$ cat src/rtl/uart_rx_module.sv
// uart_rx_module
//   8N1 UART receiver. rx_pin goes through a two-flop synchronizer. Each bit
//   is sampled at its mid-point, counted from the start-bit falling edge.
//   A good frame updates rx_data and pulses rx_done_sig for one clk.
//   A low stop bit pulses frame_err instead and leaves rx_data alone.
// Ports
//   clk          in   system clock, posedge
//   rst          in   async reset, active-high
//   rx_en_sig    in   receiver enable (low forces IDLE)
//   rx_pin       in   async serial input, idle high
//   rx_data      out  last good byte
//   rx_done_sig  out  1-clk pulse, rx_data updated this cycle
//   frame_err    out  1-clk pulse, stop bit sampled low
module uart_rx_module #(
  parameter logic [15:0] BPS = 16'd434
) (
  input  logic       clk,
  input  logic       rst,
  input  logic       rx_en_sig,
  input  logic       rx_pin,
  output logic [7:0] rx_data,
  output logic       rx_done_sig,
  output logic       frame_err
);

  localparam logic [15:0] HALF = BPS >> 1;

  typedef enum logic [2:0] {IDLE, START, DATA, STOP, BREAK} state_t;

  state_t      state_q, state_d;
  logic [15:0] cnt_q, cnt_d;
  logic [2:0]  idx_q, idx_d;
  logic [7:0]  shift_q, shift_d;
  logic [7:0]  data_q, data_d;
  logic        done_q, done_d;
  logic        err_q, err_d;
  logic        sync1_q, rx_s_q, rx_d_q;
  logic        fe;

  // Sync chain resets to the idle-high level so reset release is not an edge.
  always_ff @(posedge clk or posedge rst) begin
    if (rst) begin
      sync1_q <= 1'b1;
      rx_s_q  <= 1'b1;
      rx_d_q  <= 1'b1;
    end else begin
      sync1_q <= rx_pin;
      rx_s_q  <= sync1_q;
      rx_d_q  <= rx_s_q;
    end
  end

  assign fe = rx_d_q & ~rx_s_q;

  always_ff @(posedge clk or posedge rst) begin
    if (rst) begin
      state_q <= IDLE;
      cnt_q   <= '0;
      idx_q   <= '0;
      shift_q <= '0;
      data_q  <= '0;
      done_q  <= 1'b0;
      err_q   <= 1'b0;
    end else begin
      state_q <= state_d;
      cnt_q   <= cnt_d;
      idx_q   <= idx_d;
      shift_q <= shift_d;
      data_q  <= data_d;
      done_q  <= done_d;
      err_q   <= err_d;
    end
  end

  // cnt is 0 in the first cycle after the edge, so sample 0 lands at
  // cnt==HALF-1. After that each sample lands at cnt==BPS-1, and cnt
  // wraps to 0 at every sample point.
  always_comb begin
    state_d = state_q;
    cnt_d   = cnt_q + 16'd1;
    idx_d   = idx_q;
    shift_d = shift_q;
    data_d  = data_q;
    done_d  = 1'b0;
    err_d   = 1'b0;
    if (!rx_en_sig) begin
      state_d = IDLE;
      cnt_d   = '0;
      idx_d   = '0;
      shift_d = '0;
    end else begin
      case (state_q)
        IDLE: begin
          cnt_d = '0;
          if (fe) state_d = START;
        end
        START: begin
          if (cnt_q == HALF - 16'd1) begin
            cnt_d = '0;
            idx_d = '0;
            // A start bit that is high again at mid-point was a glitch.
            state_d = rx_s_q ? IDLE : DATA;
          end
        end
        DATA: begin
          if (cnt_q == BPS - 16'd1) begin
            cnt_d          = '0;
            shift_d[idx_q] = rx_s_q;
            if (idx_q == 3'd7) state_d = STOP;
            else               idx_d   = idx_q + 3'd1;
          end
        end
        STOP: begin
          if (cnt_q == BPS - 16'd1) begin
            cnt_d = '0;
            if (rx_s_q) begin
              data_d  = shift_q;
              done_d  = 1'b1;
              state_d = IDLE;
            end else begin
              err_d   = 1'b1;
              state_d = BREAK;
            end
          end
        end
        BREAK: begin
          // A line held low must go high before the next edge can arm IDLE.
          cnt_d = '0;
          if (rx_s_q) state_d = IDLE;
        end
        default: begin
          state_d = IDLE;
          cnt_d   = '0;
        end
      endcase
    end
  end

  assign rx_data     = data_q;
  assign rx_done_sig = done_q;
  assign frame_err   = err_q;

endmodule

$ cat config.mk
export PLATFORM = sky130hd
export DESIGN_NAME = uart_rx_module
export DESIGN_NICKNAME = d
export VERILOG_FILES = /design/src/rtl/uart_rx_module.sv
export SDC_FILE = /design/constraint.sdc
export NUM_CORES = 1
export LEC_CHECK = 0
export ABC_AREA = 1
export BUFFER_PORTS_ARGS = -buffer_cell sky130_fd_sc_hd__clkbuf_2
export CORE_MARGIN = 2
export CORE_UTILIZATION = 60
export DETAILED_ROUTE_END_ITERATION = 8
export GPL_TIMING_DRIVEN = 1
export PLACE_DENSITY = 0.79
export SYNTH_ARGS = -nofsm -noshare
export SYNTH_HDL_FRONTEND = slang
export SYNTH_SLANG_ARGS = --single-unit
$ cat constraint.sdc
create_clock -name clk -period 2.9 [get_ports clk]
set_input_delay 0.145 -clock clk [delete_from_list [all_inputs] [get_ports clk]]
set_output_delay 0.145 -clock clk [all_outputs]
set_load 0.01 [all_outputs]
==> results.toml, run 1 <==
[outcome]
outcome = "complete, no violations"

[critical_path]
r2r_slack_ns = 1.25
startpoint_type = "flop"
critPathKind = "reg2reg"
path_buf_inv = 1
critPathSlowestCell = "dfrtp_1"
end_kind = "flop"
critPathMaxFanout = 16
crit_chain = "inv_1 -> ha_1 -> nand3_1 -> nor2_2 -> nand2_1 -> nand2_4 -> and2_4 -> nor2_1"
crit_family = "simple AND/OR/NAND/NOR gates"
cp.arrival_ns = 1.83
critical_path.max_stage_delay_ns = 0.43
worstPathRequired_ns = 3.08

[timing]
setup_viol = 0
setup_tns_ns = 0
period_minus_slack_ns = 1.65
max_freq_ghz = 0.605
max_slew_margin_pct = 58.5
grt_setup_unrepaired = "false"
hold_viol_final = 0
drv_slew = 0
min_period_over_period_pct = 57.0
worst_pin_slew_ns = 0.618
fin_skew_ns = 0.00908

[finish]
diodes = 0
area_delta_synth_final_pct = 10.3
nNetsFinal = 324
fin_cells = 364
postLayoutCellArea_um2 = 2640
drive_above_1_share_pct = 17.1

[power_and_ir_drop]
power_leakage_nw = 1.23
p_per_area_nw_per_um2 = 605
peakVddDrop_mv = 0.411

[yosys]
ys_seq_area_share_pct = 45.1
mappedNetlistArea_um2 = 2390
avgSynthCellArea_um2 = 8.08
ys_types = 29
ys_warn_count = 0
syn_inst = 296
synth.net_count = 305
synth_flop_cell = "dfrtp_1"
synth_enable_flop_cells = 0
ys_seq_elements = 43
async_flop_share_pct = 100

[global_routing]
grt_pass1_wl_um = 7730
gr-total-overflow = 0
grt_usage_pct = 22.5
antenna_found_initial = 0
grt_start_max_net_pins = 27
grt_pass1_vias = 1737

[clock_tree]
cts_htree_levels = 2
numCtsBuffers = 5
clock_latency_ns = 0.30
clockRootBuffer = "clkbuf_8"
cts_tree = "yes"
cts-hold-fix-buffers = 2
post-cts-setup-buffer-count = 0
clock_sink_count = 43
clkTransAtPathRegs_ns = 0.08
cts_buffer_depth = 2
ctsResizeCount = 0

[place]
place_inst = 354
gp_congestion = 0.904
dp_hpwl_um = 3220
dpl-instance-area_um2 = 2480
port_buffers = 13

[drt]
avgRoutedWirePerCell_um = 12.3
totalWireLength_um = 4500
drt_iter0_markers = 215
drc_errors = 0
vias_per_cell = 5.21
via_count = 1896
ant_nets = 0
drt_first_pass_iters = 4

[floorplan]
num_io_pins = 14
core-area_um2 = 3740
die_area_um2 = 4510
fp.dieH_um = 67.1
die_width_um = 67.1
row_count = 22
initial_core_util_pct = 63.9

[job]
cap_viol_max_count = 0

[min_path]
min-delay-path-class = "reg2reg"
==> cell usage after synthesis, types with 2 or more instances <==
master,instances,area share (%)
clkinv_2,2,0.42
dfrtp_1,40,42
dfstp_2,3,3.3
ha_1,5,2.6
inv_1,27,4.2
inv_2,2,0.31
nand2_1,85,13
nand2_2,3,0.78
nand3_1,30,6.3
nand3_2,2,0.84
nand4_1,13,3.4
nor2_1,33,5.2
nor2_2,5,1.3
nor2_4,12,5.6
nor3_1,3,0.63
o21ai_0,11,2.3
xnor2_1,4,1.5
xor2_1,5,1.8
==> path summary, 6_finish.rpt <==
check,start,endpoint,cells after the start
min in group asynchronous,rst,rx_data[2],3
worst min-delay path,sync1_q,rx_s_q,0
worst min register to register,sync1_q,rx_s_q,0
worst max-delay path,cnt_q[0],cnt_q[12],8
max in group asynchronous,rst,cnt_q[3],4
worst max register to register,cnt_q[0],cnt_q[12],8
==> where the power goes <==
part	leakage (nW)	switching, mW	internal [mW]
Sequential	0.587	0.0403	0.636
Combinational	0.577	0.265	0.104
Clock	0.0644	0.208	0.343
Total	1.23	0.514	1.08
==> worst register-to-register path, stage by stage, from the launching register on <==
cell	delay, ns
dfrtp_1	0.43
inv_1	0.08
ha_1	0.13
nand3_1	0.08
nor2_2	0.11
nand2_1	0.09
nand2_4	0.12
and2_4	0.40
nor2_1	0.10
==> metal layers <==
| metal | share of wire (%) | vias to the layer above | track usage (%) | wire, um |
|---|---|---|---|---|
| li1 | - | 980 | - | - |
| met1 | 48 | 866 | 31.9 | 2180 |
| met4 | 0.65 | 0 | 4.59 | 29 |
| met2 | 46 | 46 | 35.8 | 2070 |
| met3 | 4.8 | 4 | 5.00 | 214 |
| met5 | 0 | - | 0 | 0 |
==> cell type report <==
cell class	count	area, um^2
multi-input cells	217	1150
fillers	309	1100
flip-flops and latches	43	1080
inverters	32	123
repair buffers	16	92.6
clock buffers	5	68.8
clock inverters	3	67.6
well taps	48	60.1
==> sequential cells by signal (all words and copies together), names as in the netlist <==
name         cells
rx_done_sig      1
state_q          3
cnt_q           16
sync1_q          1
rx_s_q           1
frame_err        1
rx_d_q           1
idx_q            3
shift_q          8
rx_data          8
==> per-stage QoR <==
stage | utilization, % | power [mW] | hold slack, ns | setup WS, ns
floorplan | - | 1.02 | 0.149 | 1.39
global placement | 66.3 | 1.04 | 0.150 | 1.30
detailed placement | 66.3 | 1.05 | 0.150 | 1.26
CTS | 70.5 | 1.60 | 0.360 | 1.23
global route | 70.5 | 1.68 | 0.361 | 1.09
finish | 70.5 | 1.60 | 0.359 | 1.25
==> cells in the final DEF, fill, tap and decap left out <==
cell type       n
xnor2_1         4
clkinvlp_4      1
nor3_1          3
nor2_2          5
xor2_1          5
nand2_1        85
clkbuf_2       13
clkbuf_8        5
a21oi_1         1
nor4_1          1
nand2_2         3
nand4_1        13
nand3_1        30
bufinv_16       2
clkinv_2        2
ha_1            5
o21ai_0        11
inv_1          26
and2_4          1
dfstp_2         3
nand3_4         1
dlygate4sd3_1   2
nor2_1         33
buf_4           1
nand2_4         1
inv_2           2
o21bai_1        1
nand3_2         2
nor2_4         12
clkinv_1        2
dfrtp_1        40
==> cells by family after synthesis <==
group | Yosys count | share of synthesized area, %
and+or+nand+nor | 190 | 39.2
DFF | 43 | 45.1
buffers and inverters | 36 | 6.90
AOI/OAI and AO/OA | 13 | 2.82
xor gates and xnor gates | 9 | 3.29
adders and majority gates | 5 | 2.62
No activity file was read; power rests on OpenSTA's default activity.
==> run 2: changes to the inputs <==
- clock period: 2.9 -> 1.6 ns (I/O delays scaled with it)
==> run 2 against run 1 <==
Compared with the run above: global-route usage up 1.2 points; final cell count up 4.7%; sequential cell count is the same; worst hold slack worse by 0.14 ns; routed wire length up 14%; utilization grew 6.6 points; register-to-register slack worse by 1.2 ns; via count rose by 8.0%; critical path type unchanged; critical endpoint is now cnt_q[6]; largest cell class unchanged.
==> results.toml, run 2 (synthesized netlist as in run 1, its figures left out) <==
[finish]
final_common_cell = "nand2_1"
fin_cells = 381
fin_util_pct = 77.0
nNetsFinal = 341
regMostFlops = "cnt_q"
area_delta_synth_final_pct = 20.6
final_cell_mix = "nand2_1 (81), dfrtp_1 (39), nand3_1 (30)"
fill_cells = 272
postLayoutCellArea_um2 = 2880
largest_reg_flops = 16
drive_above_1_share_pct = 25.8
diodes = 0

[critical_path]
cp.arrival_ns = 1.83
startpoint_type = "flop"
worstPathRequired_ns = 1.83
critPathSlowestCell = "dfrtp_1"
end_kind = "flop"
critPathKind = "reg2reg"
critical_path.max_stage_delay_ns = 0.43
worst_path_most_repeated_cell = "nand2_2"
critPathMaxFanout = 5
crit_chain = "nand2_2 -> clkinv_1 -> nand2_1 -> nor2_2 -> nand2_2 -> nand3_4 -> and2_4 -> clkbuf_16 -> nor2_4"

[clock_tree]
cts_tree = "yes"
cts_htree_levels = 2
cts_buffer_depth = 2
clkTransAtPathRegs_ns = 0.08
clock_sink_count = 43
clock_latency_ns = 0.29
numCtsBuffers = 5
clockRootBuffer = "clkbuf_8"

[floorplan]
core-area_um2 = 3740
num_io_pins = 14
fp.dieH_um = 67.1
row_count = 22
die_width_um = 67.1
initial_core_util_pct = 63.9
die_area_um2 = 4510

[global_routing]
met3_usage_pct = 6.83
grt_start_max_net_pins = 19
use_met1_pct = 32.2
use_met2_pct = 38.2
top_usage_layer = "met2"
grt_usage_pct = 23.7
grt_pass1_wl_um = 8050
gr-total-overflow = 0
grt_pass1_vias = 1838
antenna_found_initial = 0

[place]
dpl-instance-area_um2 = 2570
dp_hpwl_um = 3330
place_inst = 362
gp_congestion = 0.931
port_buffers = 13

[timing]
max_slew_margin_pct = 60.8
fin_skew_ns = 0.00453
min_period_over_period_pct = 100
period_minus_slack_ns = 1.60
drv_slew = 0
max_freq_ghz = 0.625
hold_viol_final = 0
worst_pin_slew_ns = 0.584
fin_hold_ws_ns = 0.223
setup_viol = 0
grt_setup_unrepaired = "true"

[power_and_ir_drop]
peakVddDrop_mv = 0.974
p_per_area_nw_per_um2 = 1070
power_leakage_nw = 1.33

[drt]
ant_nets = 0
drc_errors = 0
drt_iter0_markers = 144
totalWireLength_um = 5130
avgRoutedWirePerCell_um = 13.5
vias_per_cell = 5.38
drt_first_pass_iters = 4
via_count = 2048

[min_path]
min-delay-path-class = "in2reg"

[job]
cap_viol_max_count = 0

[outcome]
outcome = "complete, no violations"
[run 2: cell count changes in the layout (fill, tap and decap cells not counted), sizes merged]
cell,previous run,this run
buf,1,17
bufinv,2,1
clkbuf,18,20
clkinv,4,5
clkinvlp,1,0
[run 2: layout make-up]
cell class | instances | area [um^2] | area share, %
clock buffer | 6 | 82.6 | 2.86
tap | 48 | 60.1 | 2.08
inverter | 32 | 125 | 4.34
timing repair buffer | 33 | 275 | 9.54
clock inverter | 2 | 35.0 | 1.21
sequential | 43 | 1080 | 37.5
multi-input combinational | 217 | 1220 | 42.5
[run 2: metal layers]
metal	up-vias	part of all wire, %
met5	-	0
met4	0	1.3
met3	8	4.1
met2	48	48
met1	975	46
li1	1017	-
[run 2: where the power goes]
group          switching, mW  total (mW)  internal (mW)
registers             0.0824        1.24           1.15
clock network          0.368       0.873          0.505
logic                  0.570       0.979          0.409
[run 2: what timing repair did]
action,CTS,global route
cloned,0,1
pin swaps,0,8
hold endpoints to repair,17,0
endpoints found under the setup margin,1,35
hold buffers,2,0
gates resized for setup,1,25
setup buffers,0,8
[run 2: final timing paths]
kind | from | to | slack (ns) | cells after the start
max reg2reg | cnt_q[8] | cnt_q[6] | 0.0004 | 9
min reg2reg | sync1_q | rx_s_q | 0.36 | 0
min in group asynchronous | rst | cnt_q[5] | 0.31 | 3
max in group asynchronous | rst | rx_d_q | 0.68 | 4
min | rx_en_sig | state_q[2] | 0.22 | 3
max | cnt_q[8] | cnt_q[6] | 0.0004 | 9
[run 2: metrics by stage]
stage / power, mW / TNS, ns / setup WS, ns
finish: 3.09 / 0 / 0.000419
detailed placement: 2.04 / 0 / 0.00714
global route: 3.25 / -0.724 / -0.0607
CTS: 2.91 / 0 / 0.00506
global placement: 2.03 / 0 / 0.0303
floorplan: 1.86 / 0 / 0.0882
[run 2: critical path: cells and delay by family, from the launching register on]
family | cells | cell delay (ns)
and+or+nand+nor | 7 | 0.83
DFF | 1 | 0.43
buffers and inverters | 2 | 0.27
